--- src/rtl/simplez_bus_cpu_pkg.sv ---
// -----------------------------------------------------------------------------
// simplez_bus_cpu_pkg
//   Shared definitions for the bus-attached Simplez core: default data width,
//   opcode (CO) and extended opcode (COE) constants, FSM state encoding and
//   ALU operation selector.
// -----------------------------------------------------------------------------
package simplez_bus_cpu_pkg;

  localparam int DW_DEFAULT = 12;

  // 3-bit major opcodes (top bits of the instruction word)
  localparam logic [2:0] CO_ST  = 3'd0;
  localparam logic [2:0] CO_LD  = 3'd1;
  localparam logic [2:0] CO_ADD = 3'd2;
  localparam logic [2:0] CO_BR  = 3'd3;
  localparam logic [2:0] CO_BZ  = 3'd4;
  localparam logic [2:0] CO_CLR = 3'd5;
  localparam logic [2:0] CO_DEC = 3'd6;
  localparam logic [2:0] CO_EXT = 3'd7;

  // 4-bit extended opcodes, only meaningful when CO == CO_EXT
  localparam logic [3:0] COE_HALT = 4'hE;
  localparam logic [3:0] COE_WAIT = 4'hF;

  typedef enum logic [2:0] {
    S_IDLE,
    S_FETCH,
    S_EXEC,
    S_MEM,
    S_HALTED,
    S_WAITING
  } state_t;

  typedef enum logic [1:0] {
    ALU_PASS,
    ALU_CLR,
    ALU_ADD,
    ALU_DEC
  } alu_op_t;

endpackage

--- src/rtl/simplez_bus_cpu_alu.sv ---
// -----------------------------------------------------------------------------
// simplez_bus_cpu_alu
//   Combinational accumulator ALU. Arithmetic wraps modulo 2^DW, no carry.
// Ports
//   i_op      ALU operation (alu_op_t encoding): PASS b, CLR, ADD a+b, DEC a-1
//   i_a       accumulator operand
//   i_b       memory operand
//   o_result  new accumulator value
//   o_zero    1 when o_result is zero
// -----------------------------------------------------------------------------
module simplez_bus_cpu_alu
  import simplez_bus_cpu_pkg::*;
#(
  parameter int DW = DW_DEFAULT
) (
  input  logic [1:0]    i_op,
  input  logic [DW-1:0] i_a,
  input  logic [DW-1:0] i_b,
  output logic [DW-1:0] o_result,
  output logic          o_zero
);

  // NOTE: every output of a combinational block gets a default first, so no path
  // leaves it unassigned and no latch is inferred.
  always_comb begin
    o_result = i_b;
    case (alu_op_t'(i_op))
      ALU_PASS: o_result = i_b;
      ALU_CLR:  o_result = '0;
      ALU_ADD:  o_result = i_a + i_b;
      ALU_DEC:  o_result = i_a - DW'(1);
      default:  o_result = i_b;
    endcase
  end

  assign o_zero = (o_result == '0);

endmodule

--- src/rtl/simplez_bus_cpu.sv ---
// -----------------------------------------------------------------------------
// simplez_bus_cpu
//   Simplez CPU tile with memory and I/O on an external req/ack bus that may
//   insert any number of wait states. Instruction = {CO[2:0], CD[AW-1:0]}.
//   Build option: define SIMPLEZ_WAIT_EN to make COE 0xF a WAIT-for-tic
//   instruction; otherwise COE 0xF behaves as HALT and tic is ignored.
// Parameters
//   DW        data/instruction width (>= 6); AW = DW-3 is the address width
//   RESET_PC  program counter value loaded on reset
// Ports
//   clk, rstn   clock and synchronous active-low reset
//   mem_req     bus request, held until a cycle with mem_ack=1
//   mem_we      1 = write (ST), 0 = read
//   mem_addr    PC during instruction fetch, CD during data access
//   mem_wdata   write data (accumulator)
//   mem_rdata   read data, sampled when mem_ack=1
//   mem_ack     transfer complete, ignored unless a request is pending
//   tic         timer pulse that releases WAIT
//   acc, pc     accumulator and program counter (debug)
//   stop        high once HALT has executed
// -----------------------------------------------------------------------------
module simplez_bus_cpu
  import simplez_bus_cpu_pkg::*;
#(
  parameter  int DW       = DW_DEFAULT,
  parameter  int RESET_PC = 0,
  localparam int AW       = DW - 3
) (
  input  logic          clk,
  input  logic          rstn,
  output logic          mem_req,
  output logic          mem_we,
  output logic [AW-1:0] mem_addr,
  output logic [DW-1:0] mem_wdata,
  input  logic [DW-1:0] mem_rdata,
  input  logic          mem_ack,
  input  logic          tic,
  output logic [DW-1:0] acc,
  output logic [AW-1:0] pc,
  output logic          stop
);

  state_t        r_state;
  logic [AW-1:0] r_pc;
  logic [DW-1:0] r_ir;
  logic [DW-1:0] r_acc;
  logic          r_z;
  logic          r_stop;
  logic          r_req;
  logic          r_we;
  logic [AW-1:0] r_addr;
  logic [DW-1:0] r_wdata;

  logic [2:0]    w_co;
  logic [AW-1:0] w_cd;
  logic          w_is_wait;
  logic [1:0]    w_alu_op;
  logic [DW-1:0] w_alu_result;
  logic          w_alu_zero;

  assign w_co = r_ir[DW-1 -: 3];
  assign w_cd = r_ir[AW-1:0];

`ifdef SIMPLEZ_WAIT_EN
  assign w_is_wait = (r_ir[DW-1 -: 4] == COE_WAIT);
`else
  assign w_is_wait = 1'b0;
`endif

  // The ALU op depends on the opcode only; the FSM consumes the result solely
  // in the state where that opcode writes the accumulator.
  always_comb begin
    w_alu_op = ALU_PASS;
    case (w_co)
      CO_CLR:  w_alu_op = ALU_CLR;
      CO_DEC:  w_alu_op = ALU_DEC;
      CO_ADD:  w_alu_op = ALU_ADD;
      default: w_alu_op = ALU_PASS;
    endcase
  end

  simplez_bus_cpu_alu #(.DW(DW)) u_alu (
    .i_op     (w_alu_op),
    .i_a      (r_acc),
    .i_b      (mem_rdata),
    .o_result (w_alu_result),
    .o_zero   (w_alu_zero)
  );

  // Bus outputs are registered: they are set up on the edge that enters
  // FETCH/MEM and held untouched until the ack edge, which keeps them stable
  // across wait states.
  // NOTE: sequential state uses non-blocking assignments only, so every register
  // samples pre-edge values and later assignments in the block override defaults.
  always_ff @(posedge clk) begin
    if (!rstn) begin
      r_state <= S_IDLE;
      r_pc    <= AW'(RESET_PC);
      r_ir    <= '0;
      r_acc   <= '0;
      r_z     <= 1'b0;
      r_stop  <= 1'b0;
      r_req   <= 1'b0;
      r_we    <= 1'b0;
      r_addr  <= '0;
      r_wdata <= '0;
    end else begin
      case (r_state)
        S_IDLE: begin
          r_req   <= 1'b1;
          r_we    <= 1'b0;
          r_addr  <= r_pc;
          r_state <= S_FETCH;
        end

        S_FETCH: begin
          if (mem_ack) begin
            r_ir    <= mem_rdata;
            r_pc    <= r_pc + AW'(1);
            r_req   <= 1'b0;
            r_state <= S_EXEC;
          end
        end

        S_EXEC: begin
          // Default: start fetching the next sequential instruction.
          r_state <= S_FETCH;
          r_req   <= 1'b1;
          r_we    <= 1'b0;
          r_addr  <= r_pc;
          case (w_co)
            CO_ST, CO_LD, CO_ADD: begin
              r_state <= S_MEM;
              r_addr  <= w_cd;
              r_we    <= (w_co == CO_ST);
              r_wdata <= r_acc;
            end
            CO_BR: begin
              r_pc   <= w_cd;
              r_addr <= w_cd;
            end
            CO_BZ: begin
              if (r_z) begin
                r_pc   <= w_cd;
                r_addr <= w_cd;
              end
            end
            CO_CLR, CO_DEC: begin
              r_acc <= w_alu_result;
              r_z   <= w_alu_zero;
            end
            default: begin
              r_req <= 1'b0;
              if (w_is_wait) begin
                r_state <= S_WAITING;
              end else begin
                r_state <= S_HALTED;
                r_stop  <= 1'b1;
              end
            end
          endcase
        end

        S_MEM: begin
          if (mem_ack) begin
            if (w_co != CO_ST) begin
              r_acc <= w_alu_result;
              r_z   <= w_alu_zero;
            end
            // Request stays asserted: next cycle is the following fetch.
            r_we    <= 1'b0;
            r_addr  <= r_pc;
            r_state <= S_FETCH;
          end
        end

        S_WAITING: begin
          if (tic) begin
            r_req   <= 1'b1;
            r_addr  <= r_pc;
            r_state <= S_FETCH;
          end
        end

        S_HALTED: r_state <= S_HALTED;

        default: r_state <= S_IDLE;
      endcase
    end
  end

  assign mem_req   = r_req;
  assign mem_we    = r_we;
  assign mem_addr  = r_addr;
  assign mem_wdata = r_wdata;
  assign acc       = r_acc;
  assign pc        = r_pc;
  assign stop      = r_stop;

endmodule

--- config.mk ---
export PLATFORM = sky130hd
export DESIGN_NAME = simplez_bus_cpu
export DESIGN_NICKNAME = d
export VERILOG_FILES = /design/src/rtl/simplez_bus_cpu_pkg.sv /design/src/rtl/simplez_bus_cpu_alu.sv /design/src/rtl/simplez_bus_cpu.sv
export SDC_FILE = /design/constraint.sdc
export NUM_CORES = 1
export LEC_CHECK = 0
export BUFFER_PORTS_ARGS = -buffer_cell sky130_fd_sc_hd__buf_2
export CORE_UTILIZATION = 61
export CTS_BUF_LIST = sky130_fd_sc_hd__clkbuf_16
export DETAILED_ROUTE_END_ITERATION = 8
export PLACE_DENSITY = 0.85
export RECOVER_POWER = 100
export SLEW_MARGIN = 20
export SYNTH_ARGS = -nofsm -noshare
export SYNTH_HDL_FRONTEND = slang
export SYNTH_SLANG_ARGS = --single-unit
--- constraint.sdc ---
create_clock -name clk -period 7.2 [get_ports clk]
set_clock_uncertainty 0.05 [all_clocks]
set_input_delay 1.08 -clock clk [delete_from_list [all_inputs] [get_ports clk]]
set_output_delay 1.08 -clock clk [all_outputs]
set_load 0.02 [all_outputs]
### After elaboration in Yosys (flattened, before gate mapping)

Cells that the tools add are included.

* register bits after elaboration: 61
* output and inout port bits: 45
* input bits: 16

* reductions and logical operators: 24
* bitwise operators: 1
* multiplexer cells: 29
* $add $sub $neg: 3
* equal/unequal tests: 20

Operators with widths (count)
* $pmux W9 S2: 3
* $pmux W12 S4: 1
* $mux W12: 3
* $mux W9: 4
* $pmux W9 S4: 1
* $pmux W12 S2: 1
* $pmux W3 S6: 1
* $eq A3 B3 Y1 const B: 5
* $add A12 B12 Y12: 1
* $eq A3 B2 Y1 const B: 4
* $logic_not A12 Y1: 1
* $reduce_and A3 Y1: 4
* $sub A12 B1 Y12 const B: 1
* $ne A2 B2 Y1 const B: 5
* $add A9 B1 Y9 const B: 1
* $mux W3: 3
* $reduce_and A2 Y1: 4
* $reduce_bool A4 Y1: 2
* $reduce_or A4 Y1: 2
* $mux W1: 7
* $reduce_or A7 Y1: 1
* $eq A3 B1 Y1 const B: 2
* $logic_not A3 Y1: 2
* $pmux W2 S3: 1
* other kinds (14): 17

### Depth between registers and ports, before layout

Gate-level depths: netlist of run 1.

* depth after elaboration: 8
* mapped depth: 15

### Hierarchy

From an unflattened synthesis of run 1, not the netlist that was laid out.

* cells, all modules: 464
* area, all modules: 3719.8 µm²

By module, submodules not included
* simplez_bus_cpu: area an instance 2813.9 µm², instances 1, cells an instance 331
* simplez_bus_cpu_alu: area an instance 905.9 µm², instances 1, cells an instance 133

### Least setup slack after synthesis of run 1

OpenSTA, ideal clock, no wires.

* path kind: in2reg
* start point: input mem_rdata[2]
* end point: register r_z
* setup time: 96 ps
* data arrival time: 3995 ps
* required time: 7054 ps
* stages: 14
* slack: 3060 ps
* path through: buf_6 > or4_4 > buf_6 > nor3_1 > nor3b_1 > xnor2_1 > nand2_1 > ha_1 > nand4_1 > nor3b_1 > a221oi_2 > xnor2_1 > a221o_1 > o41ai_2

* word-level cells in the longest chain between the ends: 6

RTL lines
* from (decl): RTL line simplez_bus_cpu.sv:35 `input logic [DW-1:0] mem_rdata,`
* $add A12 B12 Y12: RTL line simplez_bus_cpu_alu.sv:30 `ALU_ADD: o_result = i_a + i_b;`
* $pmux W12 S4 (*): RTL line simplez_bus_cpu_alu.sv:27 `case (alu_op_t'(i_op))`
* $logic_not A12 Y1 (*): RTL line simplez_bus_cpu_alu.sv:36 `assign o_zero = (o_result == '0);`
* $mux W1: RTL line simplez_bus_cpu.sv:166 `if (w_co != CO_ST) begin`
* $mux W1: RTL line simplez_bus_cpu.sv:165 `if (mem_ack) begin`
* $pmux W1 S2 (*): RTL line simplez_bus_cpu.sv:108 `case (r_state)`
* to (signal assigned): RTL line simplez_bus_cpu.sv:150 `r_z <= w_alu_zero;`
* to (signal assigned): RTL line simplez_bus_cpu.sv:168 `r_z <= w_alu_zero;`
* to (decl): RTL line simplez_bus_cpu.sv:47 `logic r_z;`

Every way passes the cells marked *; elsewhere a longest branch is shown, timed or not. The select of a mux whose other input is x is not followed.
A chain may end at the register's enable or synchronous reset.

### Worst setup path in the final report of run 1

Ends and elaborated chain as after synthesis.

==> results.txt, run 1 <==
----------------------------------------------------
[CTS]
  Hold_buf cts ... 0
  Root buf cell ... clkbuf_16
  Clock edge transition at the registers on the reported setup and hold paths ... 0.05 ns
  CTS tree ... built
  Max Root-Sink Buffers ... 2
  TritonCTS Buffers ... 9
  Number of sinks handled by clock tree synthesis ... 61
  Post-CTS Setup Inserts ... 0
  Post_cts resized ... 0
  Worst skew pair latency ... 0.32 ns
  CTS H-Tree Depth ... 3

[Route]
  Routed WL per cell ... around 17 um
  Number of antenna-violating nets in the routed design ... 0
  Uppermost routed layer ... met4
  Met1 wire length ... 4350 um
  Average vias per placed instance ... 6.29
  Met3 wire len ... ~730 um
  Number of iterations in the first detailed-routing pass ... 4
  Violation count after the first detailed-route iteration ... ~360
  Vias ... roughly 3800
  Met2 wire length ... 5010 um
  Residual DRC ... 0
  Post-detailed-routing wire length ... 10400 um

[Final layout]
  Cell area after layout ... 4220 um^2
  Fraction of layout instances using a drive strength above 1 ... 0.0824
  Final design utilization ... 0.717
  Post-synthesis to final-layout area growth ... 13.5%
  Leading cell types in the layout, fill and taps excluded ... nand2_1 (99), dfxtp_1 (61), clkbuf_1 (48), o21ai_0 (30), a21boi_0 (26)
  Register area ... 1220 um^2
  Multi-input logic area ... 2340 um^2
  Commonest non-fill, non-tap cell in the layout ... nand2_1
  # fillers ... 491
  Nets ... between 500 and 600
  Antenna diode instance count ... 0

[Synthesis]
  Number of enable flip-flop cells after synthesis ... 0
  Count of warnings emitted by yosys ... 0
  Mean instance size in the synthesized netlist ... 7.84 um^2
  Sequential-to-total area share from yosys stat ... 0.329
  Synth Instances ... 474
  Top flip-flop cell by instance count after synthesis ... dfxtp_1
  Post-Synthesis Cell Area ... approximately 3700 um^2
  Flip-flop and latch count after synthesis ... 61
  Yosys cell types ... between 60 and 70
  Net count of the mapped netlist ... 504
  Proportion of register bits with asynchronous set or reset after synthesis ... 0

[Worst setup path]
  Worst flop-to-flop path startpoint ... r_ir[10]$_SDFFE_PN0P_
  Arrival time at the worst endpoint ... 4.43 ns
  Category of cells accounting for the largest share of critical-path delay ... simple AND/OR/NAND/NOR gates
  Kind of end point of the critical path ... flip-flop
  Worst-path maximum fanout ... 8
  Buf+Inv Stages, Crit Path ... 1
  Category of the worst setup path launch point ... primary input
  Crit path required time ... 7.36 ns
  Beginning of the critical path ... mem_rdata[2]
  Slowest library cell on the worst path ... or4_1
  Critical path cell sequence ... clkbuf_1 > or4_1 > nor3_1 > nor3b_1 > xnor2_1 > nand2_1 > ha_1 > nand4_1 > nor3b_1 > a221oi_2 > xnor2_1 > a221o_1 > o41ai_1
  Crit Path Class ... in -> reg
  Slowest Stage Delay on Critical Path ... roughly 0.70 ns

[Timing]
  Ratio of final minimum period to clock period ... 0.593
  Total negative slack for setup checks ... 0 ns
  Maximum clock frequency ... 234 MHz
  Final setup fails ... 0
  Unrepaired setup endpoints after global routing ... no
  Slew Limit Headroom ... -0.487
  Clock period minus final worst setup slack ... 4.27 ns
  Hold violation count in the final report ... 0
  Least-Margin Pin Slew ... 2.23 ns
  Number of max-slew violations in the final report ... 63

[Floorplan]
  Initial core utilization ... 0.631
  Vertical die dimension ... 80.1 um
  Total number of placement rows ... 28
  Core region area ... 5890 um^2
  Floorplan die area ... about 6400 um^2
  Horizontal die dimension ... around 80 um
  I/O pin count ... 61

[Min path]
  Worst Min Path Start ... mem_wdata[11]$_SDFFE_PN0P_
  Path category of the worst min-delay check ... reg -> reg

[Global routing]
  Via count of the first global-routing pass ... approximately 3200
  Antenna violations before repair ... 0
  Overall overflow remaining after global route ... 0
  Maximum number of pins on one net before global-route repair ... 63
  Aggregate global-route resource usage ... 0.334
  Global-route wire length before repair ... 16200 um

[Placed design]
  Post-detail-place hpwl ... 7140 um
  Cell area after placement ... 4010 um^2
  Placer's final routability congestion estimate ... 0.963
  Buffers on Ports ... 60

[Power]
  Max rail drop VDD ... 0.000157 V
  Leakage power ... 1.65 nW
  P per Cell Area ... 208 nW/um^2

[Status]
  Violated checks ... capacitance limit, slew limit
  Status ... finished, violations left

[Run]
  Reported max-cap violation count ... 1

----------------------------------------------------
[worst register-to-register path, delay by kind of cell, from the launching register on]
kind            cells  cell delay (ns)
compound gates      4             1.51
xor+xnor            1             0.11
fa+ha+maj           1             0.25
flops               1             0.59
simple gates        4             1.08
[worst paths after layout]
| path | endpoint | slack [ns] | cells after the start |
|---|---|---|---|
| worst max-delay path | r_z$_SDFFE_PN0P_ | 2.93 | 13 |
| worst min-delay path | mem_wdata[11]$_SDFFE_PN0P_ | 0.42 | 2 |
| worst max register to register | r_z$_SDFFE_PN0P_ | 3.50 | 10 |
| worst min register to register | mem_wdata[11]$_SDFFE_PN0P_ | 0.42 | 2 |
[metrics by stage]
step | worst slack, ns | hold slack, ns | power [mW] | instances
final | 2.93 | 0.415 | 0.876 | 597
after global routing | 2.76 | 0.432 | 0.907 | 597
after CTS | 3.14 | 0.400 | 0.877 | 597
after detailed placement | 2.86 | 0.393 | 0.486 | 581
after global placement | 2.97 | 0.388 | 0.482 | 581
after floorplan | 3.06 | 0.393 | 0.451 | 474
[where the power goes]
part	switching, mW	internal [mW]	total, mW
registers	0.0125	0.347	0.359
clock network	0.161	0.234	0.394
logic	0.0792	0.0430	0.122
[cells in the mapped netlist (3+ instances only)]
library cell / instances / share of area
nand2_1: 99 / 0.10
dfxtp_1: 61 / 0.33
o21ai_0: 29 / 0.039
clkbuf_1: 27 / 0.027
a21boi_1: 26 / 0.053
a21oi_1: 21 / 0.028
nor2_1: 19 / 0.019
nand3_1: 16 / 0.022
ha_1: 13 / 0.044
xnor2_1: 13 / 0.031
mux2i_1: 12 / 0.032
and2_1: 10 / 0.017
nor3_1: 8 / 0.011
nor2b_1: 7 / 0.012
o211a_1: 7 / 0.019
a31oi_1: 6 / 0.010
inv_1: 6 / 0.0061
or3_1: 6 / 0.010
and3_1: 5 / 0.0084
nand2b_1: 5 / 0.0084
o211ai_1: 5 / 0.010
o21a_1: 5 / 0.010
a211oi_1: 4 / 0.0081
a21o_1: 4 / 0.0081
or2_2: 4 / 0.0067
nand3b_1: 3 / 0.0061
nor3b_1: 3 / 0.0061
nor4_1: 3 / 0.0051
o31ai_1: 3 / 0.0061
xor2_1: 3 / 0.0071
[layout make-up]
| class | count | share of cell area |
|---|---|---|
| flip-flops and latches | 61 | 0.289 |
| well taps | 75 | 0.0222 |
| repair buffers | 62 | 0.0605 |
| clock inverters | 7 | 0.0116 |
| multi-input cells | 375 | 0.556 |
| clock buffers | 9 | 0.0534 |
| inverters | 8 | 0.00712 |
[sequential cells by signal, indices dropped and copies added (netlist names)]
| register | flops |
|---|---|
| stop | 1 |
| mem_addr | 9 |
| r_ir | 12 |
| mem_wdata | 12 |
| acc | 12 |
| r_state | 3 |
| pc | 9 |
| mem_we | 1 |
| mem_req | 1 |
| r_z | 1 |
[kinds of logic (layout without fill, tap and decap cells)]
logic type | count (synthesis) | after routing | share of synthesized area
mux | 12 | 12 | 0.0323
fa+ha+maj | 14 | 14 | 0.0492
simple gates | 196 | 196 | 0.252
flops | 61 | 61 | 0.329
buf+inv | 38 | 86 | 0.0424
xor+xnor | 16 | 16 | 0.0377
compound gates | 137 | 137 | 0.258
[layer usage]
layer,up-vias,global-route usage
met2,181,0.557
met3,30,0.0477
met1,1759,0.435
li1,1786,-
met4,0,0.127
met5,-,0
Power figures use the tool's default switching activity.
==> inputs of run 2 (changes only) <==
- ABC_AREA: not set -> 1
- CORE_UTILIZATION: 61 -> 57
- PLACE_DENSITY: 0.85 -> 0.8
- clock period: 7.2 -> 4.1 ns (I/O delays scaled with it)
==> results.txt, run 2 <==
----------------------------------------------------
[Final layout]
  Fraction of layout instances using a drive strength above 1 ... 0.0676
  Commonest non-fill, non-tap cell in the layout ... nand2_1
  Antenna diode instance count ... 0
  Nets ... 694
  Count of placed standard cells in the final layout, fillers left out ... around 740
  # fillers ... 595
  Register area ... 1220 um^2
  Post-synthesis to final-layout area growth ... 11.9%
  Cell area after layout ... 4370 um^2
  Multi-input logic area ... 2250 um^2
  Leading cell types in the layout, fill and taps excluded ... nand2_1 (131), inv_1 (77), nor2_1 (71), o21ai_0 (69), dfxtp_1 (61)

[Route]
  Routed WL per cell ... 14.8 um
  Violation count after the first detailed-route iteration ... 415
  Number of antenna-violating nets in the routed design ... 0
  Post-detailed-routing wire length ... 11000 um
  Vias ... 4296
  Residual DRC ... 3
  Average vias per placed instance ... between 5 and 6
  Number of iterations in the first detailed-routing pass ... 9

[Global routing]
  Aggregate global-route resource usage ... 0.315
  Overall overflow remaining after global route ... 0
  Maximum number of pins on one net before global-route repair ... 52
  Via count of the first global-routing pass ... 3670
  Antenna violations before repair ... 0
  Global-route wire length before repair ... 17900 um

[Synthesis]
  Mean instance size in the synthesized netlist ... 6.37 um^2
  Sequential-to-total area share from yosys stat ... 0.313
  Net count of the mapped netlist ... approximately 640
  Top cells by area, synth ... dfxtp_1 (31%), nand2_1 (12%), o21ai_0 (8.6%)
  Yosys cell types ... 39
  Share of the synthesized area in the top cell type ... 0.313
  Dominant cell by count in the synthesized netlist ... nand2_1
  Top post-synthesis cells by count ... nand2_1 (130), inv_1 (73), nor2_1 (69)
  Count of warnings emitted by yosys ... 0
  Post-Synthesis Cell Area ... 3910 um^2
  Flip-flop and latch count after synthesis ... roughly 60
  Proportion of register bits with asynchronous set or reset after synthesis ... 0
  Number of enable flip-flop cells after synthesis ... 0
  Top flip-flop cell by instance count after synthesis ... dfxtp_1
  Synth Instances ... 613
  Library cell with the largest summed area after synthesis ... dfxtp_1

[Timing]
  Maximum clock frequency ... 305 MHz
  Hold violation count in the final report ... 0
  Slew Limit Headroom ... -0.276
  Ratio of final minimum period to clock period ... 0.799
  Unrepaired setup endpoints after global routing ... no
  Clock period minus final worst setup slack ... between 3 and 4 ns
  Total negative slack for setup checks ... 0 ns
  Final setup fails ... 0
  Worst hold margin ... 0.417 ns
  Least-Margin Pin Slew ... between 1.5 and 2 ns
  Number of max-slew violations in the final report ... 52

[Status]
  Status ... finished, violations left
  Violated checks ... DRC, capacitance limit, slew limit

[Worst setup path]
  Worst-path maximum fanout ... 18
  Crit Path Class ... reg -> reg
  Crit path required time ... approximately 4.3 ns
  Category of the worst setup path launch point ... flip-flop
  Number of cells traversed by the worst register-to-register path ... 7
  Arrival time at the worst endpoint ... approximately 3.5 ns
  Kind of end point of the critical path ... flip-flop

[Floorplan]
  Horizontal die dimension ... 84.8 um
  I/O pin count ... 61
  Vertical die dimension ... 84.8 um
  Floorplan die area ... 7190 um^2
  Total number of placement rows ... 29
  Initial core utilization ... 0.602
  Core region area ... 6490 um^2

[CTS]
  Number of sinks handled by clock tree synthesis ... 61
  Clock edge transition at the registers on the reported setup and hold paths ... about 0.050 ns
  CTS H-Tree Depth ... 3
  CTS tree ... built
  Post-CTS Setup Inserts ... 0
  Worst skew pair latency ... 0.33 ns
  Hold_buf cts ... 0
  TritonCTS Buffers ... 9
  Post_cts resized ... 0
  Max Root-Sink Buffers ... 2
  Root buf cell ... clkbuf_16

[Power]
  Leakage power ... 2.00 nW
  P per Cell Area ... around 410 nW/um^2
  Total power of the final layout ... 1.81 mW
  Max rail drop VDD ... 0.000378 V

[Run]
  Reported max-cap violation count ... 1

[Placed design]
  Post-detail-place hpwl ... 7990 um
  Cell area after placement ... around 4200 um^2
  Placer's final routability congestion estimate ... roughly 0.94
  Buffers on Ports ... 60
  Number of cells after detailed placement ... 730

[Min path]
  Hold depth ... 2
  Path category of the worst min-delay check ... reg -> reg

----------------------------------------------------
==> run 2: layout make-up <==
type                            count  area share
Multi-Input combinational cell    446       0.514
Sequential cell                    61       0.279
Inverter                           84      0.0721
Timing Repair Buffer               62      0.0569
Clock buffer                        9      0.0515
Tap cell                           77      0.0220
Clock inverter                      4     0.00458
==> run 2: metal layers <==
layer  global-route usage  part of all wire
met1                0.466              0.47
met2                0.477              0.44
met3               0.0511             0.079
met4               0.0801             0.012
met5                    0                 0
==> run 2: final timing paths <==
path,start,end,slack [ns]
worst max register to register,r_state[2]$_SDFFE_PN0P_,pc[4]$_SDFFE_PN0P_,0.82
worst min register to register,stop$_SDFFE_PN0P_,stop$_SDFFE_PN0P_,0.42
worst max-delay path,r_state[2]$_SDFFE_PN0P_,pc[4]$_SDFFE_PN0P_,0.82
worst min-delay path,stop$_SDFFE_PN0P_,stop$_SDFFE_PN0P_,0.42
==> run 2: logic make-up (layout without fill, tap and decap cells) <==
group                    after synthesis  after routing  share of synthesized area
adder cells (fa/ha/maj)               14             14                     0.0468
flip-flops                            61             61                      0.313
XOR/XNOR                               1              1                    0.00224
buffers and inverters                106            159                      0.108
AO/OA/AOI/OAI                        158            158                      0.229
AND/OR/NAND/NOR                      273            273                      0.302
==> run 2: through the flow <==
step / setup slack, ns / util
after floorplan: 1.25 / -
after global placement: 0.930 / 0.649
after detailed placement: 0.836 / 0.649
after CTS: 1.16 / 0.686
after global routing: 0.394 / 0.673
final: 0.824 / 0.673
==> run 2: report_power, final <==
group	internal [mW]	total [mW]	leakage [nW]	switching, mW
logic	0.135	0.455	1.38	0.321
clock network	0.392	0.648	0.122	0.256
registers	0.655	0.706	0.498	0.0519
total	1.18	1.81	2.00	0.629
==> run 2: critical path, cell delays in order (launching register included) <==
cell	delay, ns
dfxtp_1	0.39
nor3_4	0.57
inv_1	0.38
nor2_1	0.72
inv_1	0.42
nand3_4	0.20
inv_2	0.14
a221oi_1	0.29
==> inputs of run 3 (changes only) <==
- clock period: 4.1 -> 3.2 ns (I/O delays scaled with it)
==> results.txt, run 3 (synthesis results as in run 2) <==
----------------------------------------------------
[CTS]
  Max Root-Sink Buffers ... 2
  Hold_buf cts ... 0
  CTS tree ... built
  TritonCTS Buffers ... 9
  Number of sinks handled by clock tree synthesis ... 61
  Worst skew pair latency ... 0.33 ns
  CTS H-Tree Depth ... 3
  Post_cts resized ... 0
  Post-CTS Setup Inserts ... 0
  Clock edge transition at the registers on the reported setup and hold paths ... 0.06 ns
  Root buf cell ... clkbuf_16

[Floorplan]
  Floorplan die area ... 7190 um^2
  Vertical die dimension ... 84.8 um
  Initial core utilization ... 0.602
  Total number of placement rows ... 29
  Core region area ... 6490 um^2
  I/O pin count ... 61
  Horizontal die dimension ... around 85 um

[Worst setup path]
  Crit path required time ... 3.39 ns
  Worst reg-to-reg setup slack ... 0.30 ns
  Slowest Stage Delay on Critical Path ... ~0.6 ns
  Arrival time at the worst endpoint ... slightly above 3 ns
  Worst-path maximum fanout ... 18
  Kind of end point of the critical path ... flip-flop
  Crit Path Class ... reg -> reg
  Dominant cell type by count on the critical path ... inv_2
  Buf+Inv Stages, Crit Path ... 4
  Critical path cell sequence ... nor3_4 > clkbuf_1 > inv_1 > nor2_4 > inv_2 > nand3_2 > inv_2 > a221oi_1
  Category of the worst setup path launch point ... flip-flop
  Category of cells accounting for the largest share of critical-path delay ... buffers and inverters
  Slowest library cell on the worst path ... clkbuf_1

[Final layout]
  Commonest non-fill, non-tap cell in the layout ... nand2_1
  Multi-input logic area ... 2240 um^2
  # fillers ... 632
  Fraction of layout instances using a drive strength above 1 ... 0.0761
  Post-synthesis to final-layout area growth ... 13.1%
  Register area ... 1220 um^2
  Count of placed standard cells in the final layout, fillers left out ... 747
  Leading cell types in the layout, fill and taps excluded ... nand2_1 (132), inv_1 (76), nor2_1 (70), o21ai_0 (70), dfxtp_1 (61)
  Nets ... approximately 700
  Antenna diode instance count ... 0
  Final design utilization ... 0.680

[Route]
  Violation count after the first detailed-route iteration ... 329
  Number of antenna-violating nets in the routed design ... 0
  Residual DRC ... 4
  Post-detailed-routing wire length ... ~11000 um
  Number of iterations in the first detailed-routing pass ... 9
  Vias ... 4285
  Average vias per placed instance ... 5.74
  Routed WL per cell ... between 10 and 15 um

[Min path]
  Path category of the worst min-delay check ... in -> reg

[Power]
  Total power of the final layout ... between 2 and 2.5 mW
  Switching portion of total power ... 0.339
  Max rail drop VDD ... 0.000388 V
  Share of total power in sequential cells ... 0.373
  Portion of total power attributed to the clock network ... 0.381
  Leakage power ... 2.04 nW
  Comb power frac ... 0.245
  P per Cell Area ... ~550 nW/um^2
  Internal power contribution ... 1.60 mW
  Net Switching ... between 0.8 and 0.9 mW

[Placed design]
  Placer's final routability congestion estimate ... just over 0.9
  Buffers on Ports ... 60
  Post-detail-place hpwl ... 8360 um
  Number of cells after detailed placement ... around 730

[Timing]
  Ratio of final minimum period to clock period ... 0.906
  Unrepaired setup endpoints after global routing ... no
  Maximum clock frequency ... 345 MHz
  Hold violation count in the final report ... 0
  Total negative slack for setup checks ... 0 ns
  Clock period minus final worst setup slack ... a little under 3 ns
  Least-Margin Pin Slew ... 0.787 ns
  Number of max-slew violations in the final report ... 0
  Final setup fails ... 0
  Slew Limit Headroom ... 0.475

[Global routing]
  Maximum number of pins on one net before global-route repair ... 31
  Aggregate global-route resource usage ... 0.327
  Overall overflow remaining after global route ... 0
  Antenna violations before repair ... 0
  Global-route wire length before repair ... 18600 um
  Via count of the first global-routing pass ... 3799

[Run]
  Reported max-cap violation count ... 0

[Status]
  Status ... finished, violations left
  Violated checks ... DRC

----------------------------------------------------
-- run 3: changes by cell type in the layout (fill, tap and decap cells not counted), sizes merged --
cell | before | now
buf | 13 | 18
bufinv | 0 | 1
clkbuf | 58 | 57
clkinvlp | 1 | 0
-- run 3: power groups by stage --
stage	Clock, mW	Sequential [mW]	Combinational (mW)
2_1_floorplan	0	0.975	0.376
3_3_place_gp	0	0.911	0.597
3_5_place_dp	0	0.913	0.608
4_1_cts	0.922	0.898	0.613
5_1_grt	0.956	0.910	0.661
6_report	0.921	0.901	0.592
-- run 3: stage by stage --
stage	setup WS, ns	instance area [um^2]	hold slack (ns)
final	0.301	4420	0.411
after detailed placement	0.108	4240	0.406
after global routing	0.0100	4420	0.422
after CTS	0.417	4510	0.404
after global placement	0.167	4240	0.388
after floorplan	0.487	3910	0.415
-- run 3: path summary, 6_finish.rpt --
kind                                 from                   end  cells after the start
setup / recovery  r_state[2]$_SDFFE_PN0P_    pc[4]$_SDFFE_PN0P_                      8
hold reg to reg         stop$_SDFFE_PN0P_     stop$_SDFFE_PN0P_                      2
setup reg to reg  r_state[2]$_SDFFE_PN0P_    pc[4]$_SDFFE_PN0P_                      8
hold / removal               mem_rdata[0]  r_ir[0]$_SDFFE_PN0P_                      3
-- run 3: final cells by class --
| cell class | instances | share of cell area |
|---|---|---|
| multi-input combinational | 446 | 0.506 |
| sequential | 61 | 0.276 |
| inverter | 84 | 0.0713 |
| timing repair buffer | 66 | 0.0634 |
| clock buffer | 9 | 0.0510 |
| tap | 77 | 0.0218 |
| clock inverter | 4 | 0.00991 |
-- run 3: layer usage --
| metal | vias to the layer above | track usage | wire, um |
|---|---|---|---|
| met3 | 18 | 0.0796 | 792 |
| li1 | 2134 | - | - |
| met5 | - | 0 | 0 |
| met2 | 157 | 0.484 | 4860 |
| met4 | 0 | 0.0863 | 144 |
| met1 | 1976 | 0.474 | 5360 |
-- run 3: tightest hold or removal path: stages --
cell and delay [ns]:
clkbuf_1 0.08, inv_1 0.11, a21oi_1 0.07
